### src/rtl/uart_rx_monitor.sv
// uart_rx_monitor: oversampled mid-bit UART receiver with start-glitch rejection and framing check.
// Define UART_RX_PARITY_EN to add a parity bit after the data bits.
module uart_rx_monitor #(
  parameter int CLKS_PER_BIT = 16,
  parameter int DATA_BITS    = 8,
  parameter int STOP_BITS    = 1,
  parameter int PARITY_ODD   = 0
) (
  input  logic                 clk,
  input  logic                 rst_n,
  input  logic                 uart_rx,
  output logic [DATA_BITS-1:0] rx_data,
  output logic                 rx_valid,
  output logic                 frame_err,
  output logic                 parity_err,
  output logic                 busy
);
  localparam int H  = CLKS_PER_BIT / 2;
  localparam int CW = $clog2(CLKS_PER_BIT);
  localparam logic [CW-1:0] CNT_MID = CW'(H - 1);
  localparam logic [CW-1:0] CNT_END = CW'(CLKS_PER_BIT - 1);
  localparam logic [3:0] LAST_DATA = 4'(DATA_BITS - 1);
  localparam logic [3:0] LAST_STOP = 4'(STOP_BITS - 1);
  localparam logic [2:0] IDLE  = 3'd0;
  localparam logic [2:0] START = 3'd1;
  localparam logic [2:0] DATA  = 3'd2;
  localparam logic [2:0] STOP  = 3'd4;
  localparam logic [2:0] BRK   = 3'd5;
`ifdef UART_RX_PARITY_EN
  localparam logic [2:0] PARITY     = 3'd3;
  localparam logic [2:0] AFTER_DATA = PARITY;
  logic par_bit;
`else
  localparam logic [2:0] AFTER_DATA = STOP;
  assign parity_err = 1'b0;
`endif
  logic                 rx_m, rx_s;
  logic [2:0]           state;
  logic [CW-1:0]        cnt;
  logic [3:0]           bit_cnt;
  logic [DATA_BITS-1:0] shreg;
  logic                 tick_end;
  assign tick_end = cnt == CNT_END;
  assign busy     = state != IDLE;
  always_ff @(posedge clk or negedge rst_n)
    if (!rst_n) begin
      rx_m      <= 1'b1;
      rx_s      <= 1'b1;
      state     <= IDLE;
      cnt       <= '0;
      bit_cnt   <= '0;
      shreg     <= '0;
      rx_data   <= '0;
      rx_valid  <= 1'b0;
      frame_err <= 1'b0;
`ifdef UART_RX_PARITY_EN
      par_bit    <= 1'b0;
      parity_err <= 1'b0;
`endif
    end else begin
      rx_m      <= uart_rx;
      rx_s      <= rx_m;
      rx_valid  <= 1'b0;
      frame_err <= 1'b0;
`ifdef UART_RX_PARITY_EN
      parity_err <= 1'b0;
`endif
      case (state)
        IDLE: begin
          cnt     <= '0;
          bit_cnt <= '0;
          if (!rx_s) state <= START;
        end
        START:
          if (cnt == CNT_MID) begin
            cnt   <= '0;
            state <= rx_s ? IDLE : DATA;
          end else cnt <= cnt + 1'b1;
        DATA:
          if (tick_end) begin
            cnt   <= '0;
            shreg <= {rx_s, shreg[DATA_BITS-1:1]};
            bit_cnt <= bit_cnt == LAST_DATA ? '0 : bit_cnt + 1'b1;
            if (bit_cnt == LAST_DATA) state <= AFTER_DATA;
          end else cnt <= cnt + 1'b1;
`ifdef UART_RX_PARITY_EN
        PARITY:
          if (tick_end) begin
            cnt     <= '0;
            par_bit <= rx_s;
            state   <= STOP;
          end else cnt <= cnt + 1'b1;
`endif
        STOP:
          if (tick_end) begin
            cnt <= '0;
            // a low stop sample aborts at once; the remaining stop bits are not awaited
            if (!rx_s) begin
              frame_err <= 1'b1;
              bit_cnt   <= '0;
              state     <= BRK;
            end else if (bit_cnt == LAST_STOP) begin
              rx_data  <= shreg;
              rx_valid <= 1'b1;
              bit_cnt  <= '0;
              state    <= IDLE;
`ifdef UART_RX_PARITY_EN
              parity_err <= par_bit ^ (^shreg) ^ 1'(PARITY_ODD);
`endif
            end else bit_cnt <= bit_cnt + 1'b1;
          end else cnt <= cnt + 1'b1;
        BRK:
          if (rx_s) state <= IDLE;
        default: state <= IDLE;
      endcase
    end
endmodule

### config.mk
export PLATFORM = sky130hd
export DESIGN_NAME = uart_rx_monitor
export DESIGN_NICKNAME = d
export VERILOG_FILES = /design/src/rtl/uart_rx_monitor.sv
export SDC_FILE = /design/constraint.sdc
export NUM_CORES = 1
export LEC_CHECK = 0
export ABC_CLOCK_PERIOD_IN_PS = 4200
export CORE_MARGIN = 5
export CORE_UTILIZATION = 63
export CTS_BUF_LIST = sky130_fd_sc_hd__clkbuf_4 sky130_fd_sc_hd__clkbuf_8
export CTS_CLUSTER_DIAMETER = 200
export DETAILED_ROUTE_END_ITERATION = 6
export GPL_TIMING_DRIVEN = 0
export PLACE_DENSITY = 0.87
export SYNTH_ARGS = -nofsm -noshare
export SYNTH_HDL_FRONTEND = slang
export SYNTH_SLANG_ARGS = --single-unit
### constraint.sdc
create_clock -name clk -period 4.2 [get_ports clk]
set_input_delay 0.84 -clock clk [delete_from_list [all_inputs] [get_ports clk]]
set_output_delay 0.84 -clock clk [all_outputs]
set_load 0.005 [all_outputs]
==> metrics.txt, run 1 <==
status=finished clean; Max Used Layer=met4; Syn Inst Count=143; worst hold-check path type=flop to flop; fillers=166; CP max stage delay=0.47 ns; DRC viols=0; H-tree Lvls=2; PortBufs=13; Worst-Skew Late Latency=0.34 ns; layout cells sized above 1=21.5%; Reg2Reg Setup Slack=2.37 ns; First-pass DRT Iterations=4; VDD IR max=0.000433 V; RR Startpoint=cnt[0]$_DFFE_PN0P_; Initial Util=67.2%; Slew Limit Fails=0; fin cells=191; total negative slack=0 ns; number of placed cells counting well taps=184; cts bufs inserted=5; Critical Path AT=2.04 ns; Core ar.=2250 um2; Crit Path Max Fanout=10; nets=169; Setup crit start kind=flop; post-synthesis sequential area ratio=51.4%; row count=17; I/O pin count=15; Yosys cell types=44; area delta synth->final=15.5%; final setup vio count=0; worst setup margin=1.32 ns; CP Capture Type=output port; global route total overflow=0; Mapped Area=1520 um2; post-route antenna net violation count=0; Worst Max-Slew Pin Slew=0.669 ns; first-pass GRT wire length=5200 um; data required time of the critical path=3.36 ns; synth top area cells=dfrtp_1, nand2_1, mux2_2; drt wl/cell=14.8 um; unrepaired setup endpoints after global routing=false; power per standard cell area=514 nW/um2; total track usage=20.3%; vias per inst=5.61; worst r2r path cells=7; initial antenna violation count=0; total number of vias=1071; FF+latch count, synth=31; Avg Inst Size Synth=10.6 um2; Post-CTS Hold Buffers=0; CTS Root Cell=clkbuf_4; postcts setup bufs=0; die height=59.0 um; total wire length=2830 um; crit path from=state[0]$_DFFE_PN0P_; vias in the first global route=1105; Post-Route M1 WL=1220 um; Setup WS pre-CTS=1.73 ns; kind of critical path=flop to output port; post-layout min period=2.88 ns; HPWL after DPL=2080 um; Rel. slew slack=55.4%; Synthesized Nets=149; Clk pin slew, worst setup/hold paths=0.09 ns; clock skew=0.0101 ns; leading area contributor after synthesis=dfrtp_1; Sink Count=31; max-cap violation count=0; routed wire length on met2=1410 um; CP Cell Sequence=buf_2 > clkbuf_1 > or3_1 > clkdlybuf4s50_1; slowest CP cell=clkdlybuf4s50_1; max frequency=348 MHz; TritonCTS clock tree=built; Setup crit end=busy; Antenna Cells=0; Pleak=0.865 nW; final period utilization=68.5%; post-CTS resize count=0; Synth warnings=0; DR WL met3=152 um; largest net degree at the start of global routing=32; Die W=59.0 um; Worst R2R End=bit_cnt[2]$_DFFE_PN0P_; Clock Tree Buf Depth=2; GPL Wtd Cong=0.823; post-synth top area share=47.9%; Fin. Hold Viols=0; number of DRC markers in iteration 0=44; area of the die=3490 um2
## cell type report
cell class                 instances  area [um2]  area share, %
tap                               28        35.0           2.00
inverter                           5        18.8           1.07
timing repair buffer              13         125           7.15
clock buffer                       6        45.0           2.57
clock inverter                     1        30.0           1.72
multi-input combinational        101         674           38.5
buffer                             6        43.8           2.50
sequential                        31         778           44.5
## logic make-up after synthesis
family,after synthesis,share of synthesized area [%]
and+or+nand+nor,63,21.5
DFF,31,51.4
AOI/OAI and AO/OA,22,11.1
buffers and inverters,11,4.13
muxes,11,8.59
adders and majority gates,4,3.14
other,1,0.247
## Yosys cell counts
cell type	n
a21boi_0	1
a21o_1	1
a21oi_1	4
a22o_1	2
a31o_2	1
a31oi_1	1
and3_1	2
and4b_1	1
and4bb_1	1
buf_2	2
buf_4	1
buf_6	2
clkbuf_1	1
clkinv_1	1
conb_1	1
dfrtp_1	29
dfstp_2	2
ha_1	3
inv_1	4
maj3_1	1
mux2_2	8
mux2_4	2
mux2i_1	1
nand2_1	31
nand2b_2	1
nand2b_4	2
nand3_1	6
nand3_2	1
nor2_1	9
nor2_2	1
nor2_4	1
nor2b_1	1
nor3_1	2
nor3b_1	1
o211ai_1	2
o21a_1	1
o21ai_0	5
o21ai_4	1
o22ai_1	1
o22ai_4	1
o32a_1	1
or2_4	1
or2b_1	1
or3_1	1
## power breakdown
| part | leakage, nW | switching, mW | total (mW) | internal [mW] |
|---|---|---|---|---|
| clock network | 0.0417 | 0.100 | 0.229 | 0.129 |
| logic | 0.401 | 0.175 | 0.332 | 0.156 |
| registers | 0.422 | 0.0157 | 0.339 | 0.323 |
| total | 0.865 | 0.291 | 0.900 | 0.608 |
## critical path: cells and delay by family (launching register included)
kind                   cells  cell delay (ns)
buffers and inverters      3             0.90
and+or+nand+nor            1             0.42
DFF                        1             0.38
## layout by cell type (no fill, tap or decap), types with 2 or more instances in the layout
cell,netlist,routed
clkbuf_4,0,6
nand2b_4,2,2
nor3_1,2,2
buf_6,2,2
nand3_1,6,6
and3_1,2,2
o211ai_1,2,2
a22o_1,2,2
mux2_2,8,8
o21ai_0,5,5
buf_2,2,3
clkdlybuf4s50_1,0,12
a21oi_1,4,4
dfstp_2,2,2
nand2_1,31,31
inv_1,4,4
dfrtp_1,29,29
mux2_4,2,2
ha_1,3,3
nor2_1,9,9
## registers in the layout, indices dropped and copies added, names as in the netlist
register   cells
rx_data        8
shreg          8
bit_cnt        4
cnt            4
state          3
frame_err      1
rx_m           1
rx_s           1
rx_valid       1
## layer usage
metal,track usage [%],vias to the layer above
li1,-,524
met1,25.2,510
met2,33.3,31
met3,6.75,6
met4,6.80,0
met5,0,-
## how the worst min path moves through the flow
stage                           to  depth (start not counted)  slack, ns           start
floorplan           rx_s$_DFF_PN1_                          0       0.35  rx_m$_DFF_PN1_
global placement    rx_s$_DFF_PN1_                          0       0.35  rx_m$_DFF_PN1_
detailed placement  rx_s$_DFF_PN1_                          0       0.35  rx_m$_DFF_PN1_
CTS                 rx_s$_DFF_PN1_                          0       0.37  rx_m$_DFF_PN1_
global route        rx_s$_DFF_PN1_                          0       0.37  rx_m$_DFF_PN1_
finish              rx_s$_DFF_PN1_                          0       0.36  rx_m$_DFF_PN1_
## metrics by stage
step                      total power, mW  cell area, um2  utilization, %  hold WS (ns)
after floorplan                     0.605            1520               -         0.345
after global placement              0.660            1680            74.5         0.348
after detailed placement            0.675            1680            74.5         0.347
after CTS                           0.905            1760            77.9         0.366
after global routing                0.960            1750            77.6         0.373
final                               0.900            1750            77.6         0.362
Power figures use the tool's default switching activity.
==> run 2: changes to the inputs <==
==> config.mk (replaced) <==
export PLATFORM = sky130hd
export DESIGN_NAME = uart_rx_monitor
export DESIGN_NICKNAME = d
export VERILOG_FILES = /design/src/rtl/uart_rx_monitor.sv
export SDC_FILE = /design/constraint.sdc
export NUM_CORES = 1
export LEC_CHECK = 0
export ABC_CLOCK_PERIOD_IN_PS = 2750
export CORE_MARGIN = 5
export CORE_UTILIZATION = 58
export CTS_BUF_LIST = sky130_fd_sc_hd__clkbuf_4 sky130_fd_sc_hd__clkbuf_8
export CTS_CLUSTER_DIAMETER = 200
export DETAILED_ROUTE_END_ITERATION = 6
export GPL_TIMING_DRIVEN = 0
export PLACE_DENSITY = 0.81
export SYNTH_ARGS = -nofsm -noshare
export SYNTH_HDL_FRONTEND = slang
export SYNTH_SLANG_ARGS = --single-unit
==> constraint.sdc (replaced) <==
create_clock -name clk -period 2.75 [get_ports clk]
set_input_delay 0.55 -clock clk [delete_from_list [all_inputs] [get_ports clk]]
set_output_delay 0.55 -clock clk [all_outputs]
set_load 0.005 [all_outputs]
==> run 2 against run 1 <==
Net effect:
- via count grew 1.1%
- combinational power up 53%
- sequential share of layout area unchanged
- register-to-register slack lost 1.4 ns
- critical path depth unchanged
- core utilization decreased by 7.0 points
- sequential cell count is the same
- global-route usage is 1.8 points lower
- sequential power is 53% higher
- clock power increased by 33%
- power up 48%
- design area unchanged
==> metrics.txt, run 2 (same netlist as run 1, synthesis figures left out) <==
Core ar.=2480 um2 (+9.9%); post-route antenna net violation count=0 (unchanged); die height=61.1 um (+3.5%); drt wl/cell=14.4 um (-3.1%); Rel. slew slack=54.9% (-0.47 points); total wire length=2790 um (-1.6%); row count=18 (+1); number of placed cells counting well taps=186 (+1.1%); VDD IR max=0.000693 V (+60%); Sink Count=31 (unchanged); number of DRC markers in iteration 0=34 (-23%); area delta synth->final=15.5% (unchanged); kind of critical path=flop to output port; TritonCTS clock tree=built; worst hold-check path type=input pin to asynchronous set/reset pin; switch share=33.6% (+1.3 points); global route total overflow=0 (unchanged); total negative slack=0 ns (unchanged); nets=169 (unchanged); final period utilization=93.6%; Net Sw Power=0.447 mW (+54%); sequential power share=39.0% (+1.3 points); Post-CTS Hold Buffers=0 (unchanged); Critical Path AT=2.03 ns (about the same); cts bufs inserted=5 (unchanged); first-pass GRT wire length=5050 um (-2.8%); data required time of the critical path=2.20 ns (-1.16 ns); P_int=0.882 mW (+45%); Setup WS pre-CTS=0.550 ns (-1.18 ns); most common cell after layout, fill and taps aside=nand2_1; Reg2Reg Setup Slack=0.94 ns (-1.43 ns); unrepaired setup endpoints after global routing=false; postcts setup bufs=0 (unchanged); Final Power=1.33 mW (+48%); H-tree Lvls=2 (unchanged); power per standard cell area=759 nW/um2 (+48%); Slew Limit Fails=0 (unchanged); fillers=193 (+16%); Setup crit start kind=flop; HPWL after DPL=1990 um (-4.4%); Initial Util=61.2% (-6.0 points); DRC viols=0 (unchanged); Worst R2R End=state[0]$_DFFE_PN0P_; max frequency=388 MHz; power share of the clock group=22.9% (-2.6 points); most frequent cells in the layout=nand2_1, dfrtp_1, clkdlybuf4s50_1; Pleak=0.861 nW (-0.49%); total number of vias=1083 (+1.1%); fin cells=194 (+1.6%); I/O pin count=15 (unchanged); RR Startpoint=bit_cnt[0]$_DFFE_PN0P_; Top Registers=rx_data (8), shreg (8); CP Capture Type=output port; layout cells sized above 1=22.0% (+0.48 points); Antenna Cells=0 (unchanged); GPL Wtd Cong=0.803 (-2.4%); Die W=61.1 um (+3.5%); initial antenna violation count=0 (unchanged); Fin. Hold Viols=0 (unchanged); area of the die=3730 um2 (+7.1%); Worst-Skew Late Latency=0.33 ns (about the same); Clk pin slew, worst setup/hold paths=0.10 ns (about the same); worst setup margin=0.175 ns (-1.15 ns); post-CTS resize count=0 (unchanged); Crit Path Max Fanout=10 (unchanged); PortBufs=13 (unchanged); Hold Slack=0.249 ns (-0.113 ns); largest net degree at the start of global routing=32 (unchanged); worst r2r path cells=7 (unchanged); part of the power in combinational logic=38.1% (+1.2 points); Worst Max-Slew Pin Slew=0.676 ns (+0.00706 ns); total track usage=18.5% (-1.8 points); final setup vio count=0 (unchanged); max-cap violation count=0 (unchanged); FF/Latch Area=778 um2 (unchanged); vias per inst=5.58 (-0.44%); Multi-input gate area=674 um2 (unchanged); CTS Root Cell=clkbuf_4; vias in the first global route=1148 (+3.9%); clock skew=0.00626 ns (-0.00381 ns); post-layout min period=2.58 ns; Clock Tree Buf Depth=2 (unchanged); status=finished clean; First-pass DRT Iterations=7 (+3)
## run 2: changes by cell type in the layout (fill, tap and decap cells not counted)
cell,previous run,this run
clkinvlp_4,0,1
clkbuf_8,0,2
bufinv_16,1,0
clkbuf_4,6,5
## run 2: area by class of cell
cell class,instances,area share [%]
Clock inverter,1,0.429
Buffer,6,2.50
Clock buffer,7,3.72
Tap cell,30,2.14
Timing Repair Buffer,13,7.15
Sequential cell,31,44.5
Multi-Input combinational cell,101,38.5
Inverter,5,1.07
## run 2: critical path: stages (launching register included)
cell,delay (ns)
dfrtp_1,0.38
buf_2,0.20
clkbuf_1,0.25
or3_1,0.42
clkdlybuf4s50_1,0.45
## run 2: routing by layer
metal | vias to the layer above | share of wire [%] | GRT usage (%)
met4 | 0 | 1.9 | 8.05
li1 | 526 | - | -
met1 | 518 | 45 | 23.1
met3 | 9 | 4.5 | 4.82
met5 | - | 0 | 0
met2 | 30 | 49 | 30.4
## run 2: per-stage QoR
step	cell area [um2]	util [%]
after global placement	1680	67.9
after global routing	1750	70.7
after CTS	1760	70.9
after detailed placement	1680	67.9
final	1750	70.7
after floorplan	1520	-
## run 2: power by group through the flow
| stage | logic (mW) | clock network (mW) | registers [mW] |
|---|---|---|---|
| 6_report | 0.507 | 0.304 | 0.518 |
| 4_1_cts | 0.509 | 0.315 | 0.518 |
| 3_5_place_dp | 0.505 | 0 | 0.528 |
| 5_1_grt | 0.555 | 0.331 | 0.523 |
| 2_1_floorplan | 0.403 | 0 | 0.521 |
| 3_3_place_gp | 0.485 | 0 | 0.524 |
## run 2: worst max-delay path by stage
stage                              start                   end  slack [ns]  depth (start not counted)
floorplan             cnt[0]$_DFFE_PN0P_  state[0]$_DFFE_PN0P_        1.07                          7
global placement    state[0]$_DFFE_PN0P_                  busy        0.57                          4
detailed placement  state[0]$_DFFE_PN0P_                  busy        0.55                          4
CTS                 state[0]$_DFFE_PN0P_                  busy        0.17                          4
global route        state[0]$_DFFE_PN0P_                  busy        0.11                          4
finish              state[0]$_DFFE_PN0P_                  busy        0.17                          4
==> run 3: changes to the inputs <==
--- a/config.mk
+++ b/config.mk
@@ -12,7 +12,9 @@
 export CTS_CLUSTER_DIAMETER = 200
 export DETAILED_ROUTE_END_ITERATION = 6
 export GPL_TIMING_DRIVEN = 0
+export HOLD_SLACK_MARGIN = 0.02
 export PLACE_DENSITY = 0.81
+export RECOVER_POWER = 25
 export SYNTH_ARGS = -nofsm -noshare
 export SYNTH_HDL_FRONTEND = slang
 export SYNTH_SLANG_ARGS = --single-unit
==> run 3 against run 2 <==
Net effect:
- the run now ends with max-capacitance violations, max-slew violations left
- wire length down 0.39%
- clock power barely moved
- maximum frequency grew 0.13%
- global-route usage unchanged
- sequential share of layout area about the same
- largest cell class unchanged
- highest routed layer unchanged
==> metrics.txt, run 3 (same netlist as run 1, synthesis figures left out) <==
Worst Max-Slew Pin Slew=1.62 ns (+0.941 ns); total number of vias=1093 (+0.92%); total wire length=2770 um (-0.39%); Initial Util=61.2% (unchanged); most frequent cells in the layout=nand2_1, dfrtp_1, clkdlybuf4s50_1; area of the die=3730 um2 (unchanged); total track usage=18.5% (unchanged); total negative slack=0 ns (unchanged); CTS Root Cell=clkbuf_4; PortBufs=13 (unchanged); layout cells sized above 1=21.3% (-0.61 points); VDD IR max=0.000693 V (-0.10%); data required time of the critical path=2.20 ns (about the same); max-cap violation count=1 (+1); worst setup margin=0.178 ns (+0.00329 ns); Worst-Skew Late Latency=0.33 ns (about the same); Setup WS pre-CTS=0.550 ns (unchanged); clock skew=0.00635 ns (+0.0000896 ns); row count=18 (unchanged); Clk pin slew, worst setup/hold paths=0.09 ns (about the same); worst r2r path cells=7 (unchanged); top cell family by delay on the critical path=buffers and inverters; max frequency=389 MHz (+0.13%); worst hold start=rx_m$_DFF_PN1_; CP max stage delay=0.45 ns (about the same); TritonCTS clock tree=built; failing checks=max-capacitance violations, max-slew violations; Reg2Reg Setup Slack=0.93 ns (about the same); hold depth=0; status=finished with violations; post-route antenna net violation count=0 (unchanged); Crit Path Max Fanout=10 (unchanged); Critical Path AT=2.02 ns (about the same); Die W=61.1 um (unchanged); GRT busiest layer=met2; Antenna Cells=0 (unchanged); worst hold-check path type=flop to flop; Post-CTS Hold Buffers=0 (unchanged); drt wl/cell=14.3 um (-0.39%); Multi-input gate area=674 um2 (unchanged); most common cell after layout, fill and taps aside=nand2_1; cts bufs inserted=5 (unchanged); power per standard cell area=759 nW/um2 (about the same); FF/Latch Area=778 um2 (unchanged); vias in the first global route=1148 (unchanged); area delta synth->final=15.4% (about the same); DRC viols=0 (unchanged); post-CTS resize count=0 (unchanged); die height=61.1 um (unchanged); Final Util=70.6% (about the same); I/O pin count=15 (unchanged); unrepaired setup endpoints after global routing=false; initial antenna violation count=0 (unchanged); final setup vio count=0 (unchanged); Top Registers=rx_data (8), shreg (8); Rel. slew slack=-7.83% (-63 points); RR Startpoint=cnt[0]$_DFFE_PN0P_; final period utilization=93.5% (-0.12 points); Setup crit start kind=flop; Slew Limit Fails=32 (+32); number of placed cells counting well taps=186 (unchanged); First-pass DRT Iterations=7 (unchanged); kind of critical path=flop to output port; Worst Hold End=rx_s$_DFF_PN1_; Global Route met2 Usage=30.4% (unchanged); slowest CP cell=clkdlybuf4s50_1; fin cells=194 (unchanged); global route total overflow=0 (unchanged); GRT met3 Usage=4.82% (unchanged); GPL Wtd Cong=0.803 (unchanged); postcts setup bufs=0 (unchanged); Fin. Hold Viols=0 (unchanged); final instance area=1750 um2 (about the same); Core ar.=2480 um2 (unchanged); M1 GR Usage=23.1% (unchanged); nets=169 (unchanged); HPWL after DPL=1990 um (unchanged); H-tree Lvls=2 (unchanged); number of DRC markers in iteration 0=34 (unchanged); Sink Count=31 (unchanged); Worst R2R End=state[0]$_DFFE_PN0P_; Clock Tree Buf Depth=2 (unchanged); largest net degree at the start of global routing=32 (unchanged); Pleak=0.858 nW (-0.29%); vias per inst=5.63 (+0.92%); fillers=194 (+0.52%); CP Capture Type=output port; Worst Path Buf+Inv=3 (unchanged); post-layout min period=2.57 ns (-0.00329 ns); CP Cell Sequence=buf_2 > clkbuf_1 > or3_1 > clkdlybuf4s50_1; first-pass GRT wire length=5050 um (unchanged); DP Area=1680 um2 (unchanged)
[run 3: cell count changes in the layout (fill, tap and decap cells not counted), sizes merged]
cell           before  now
dlygate4sd3         0    1
clkbuf              8    9
buf                 6    5
clkdlybuf4s50      12   11
[run 3: worst max-delay path by stage]
stage / startpoint / to / slack [ns] / cells past startpoint
final: state[0]$_DFFE_PN0P_ / busy / 0.18 / 4
after global routing: state[0]$_DFFE_PN0P_ / busy / 0.11 / 4
after CTS: state[0]$_DFFE_PN0P_ / busy / 0.17 / 4
after detailed placement: state[0]$_DFFE_PN0P_ / busy / 0.55 / 4
after global placement: state[0]$_DFFE_PN0P_ / busy / 0.57 / 4
after floorplan: cnt[0]$_DFFE_PN0P_ / state[0]$_DFFE_PN0P_ / 1.07 / 7
[run 3: final cells by class]
type / instances / area share, %
multi-input combinational: 101 / 38.6
tap: 30 / 2.15
timing repair buffer: 13 / 7.08
sequential: 31 / 44.5
buffer: 6 / 2.50
inverter: 5 / 1.07
clock buffer: 7 / 3.72
clock inverter: 1 / 0.429
[run 3: metrics by stage]
| step | hold slack, ns | power (mW) |
|---|---|---|
| 2_1_floorplan | 0.254 | 0.924 |
| 3_3_place_gp | 0.347 | 1.01 |
| 3_5_place_dp | 0.349 | 1.03 |
| 4_1_cts | 0.370 | 1.34 |
| 5_1_grt | 0.374 | 1.41 |
| 6_report | 0.368 | 1.33 |
[run 3: power by group]
part	switching (mW)	internal (mW)	total [mW]	leakage, nW
registers	0.0247	0.493	0.518	0.422
logic	0.267	0.239	0.506	0.398
clock network	0.155	0.149	0.304	0.0375
total	0.446	0.881	1.33	0.858
[run 3: routing by layer]
layer  vias to the layer above  wire length [um]
met5                         -                 0
met4                         0                75
met3                        13               120
met2                        30              1330
met1                       523              1250
li1                        527                 -
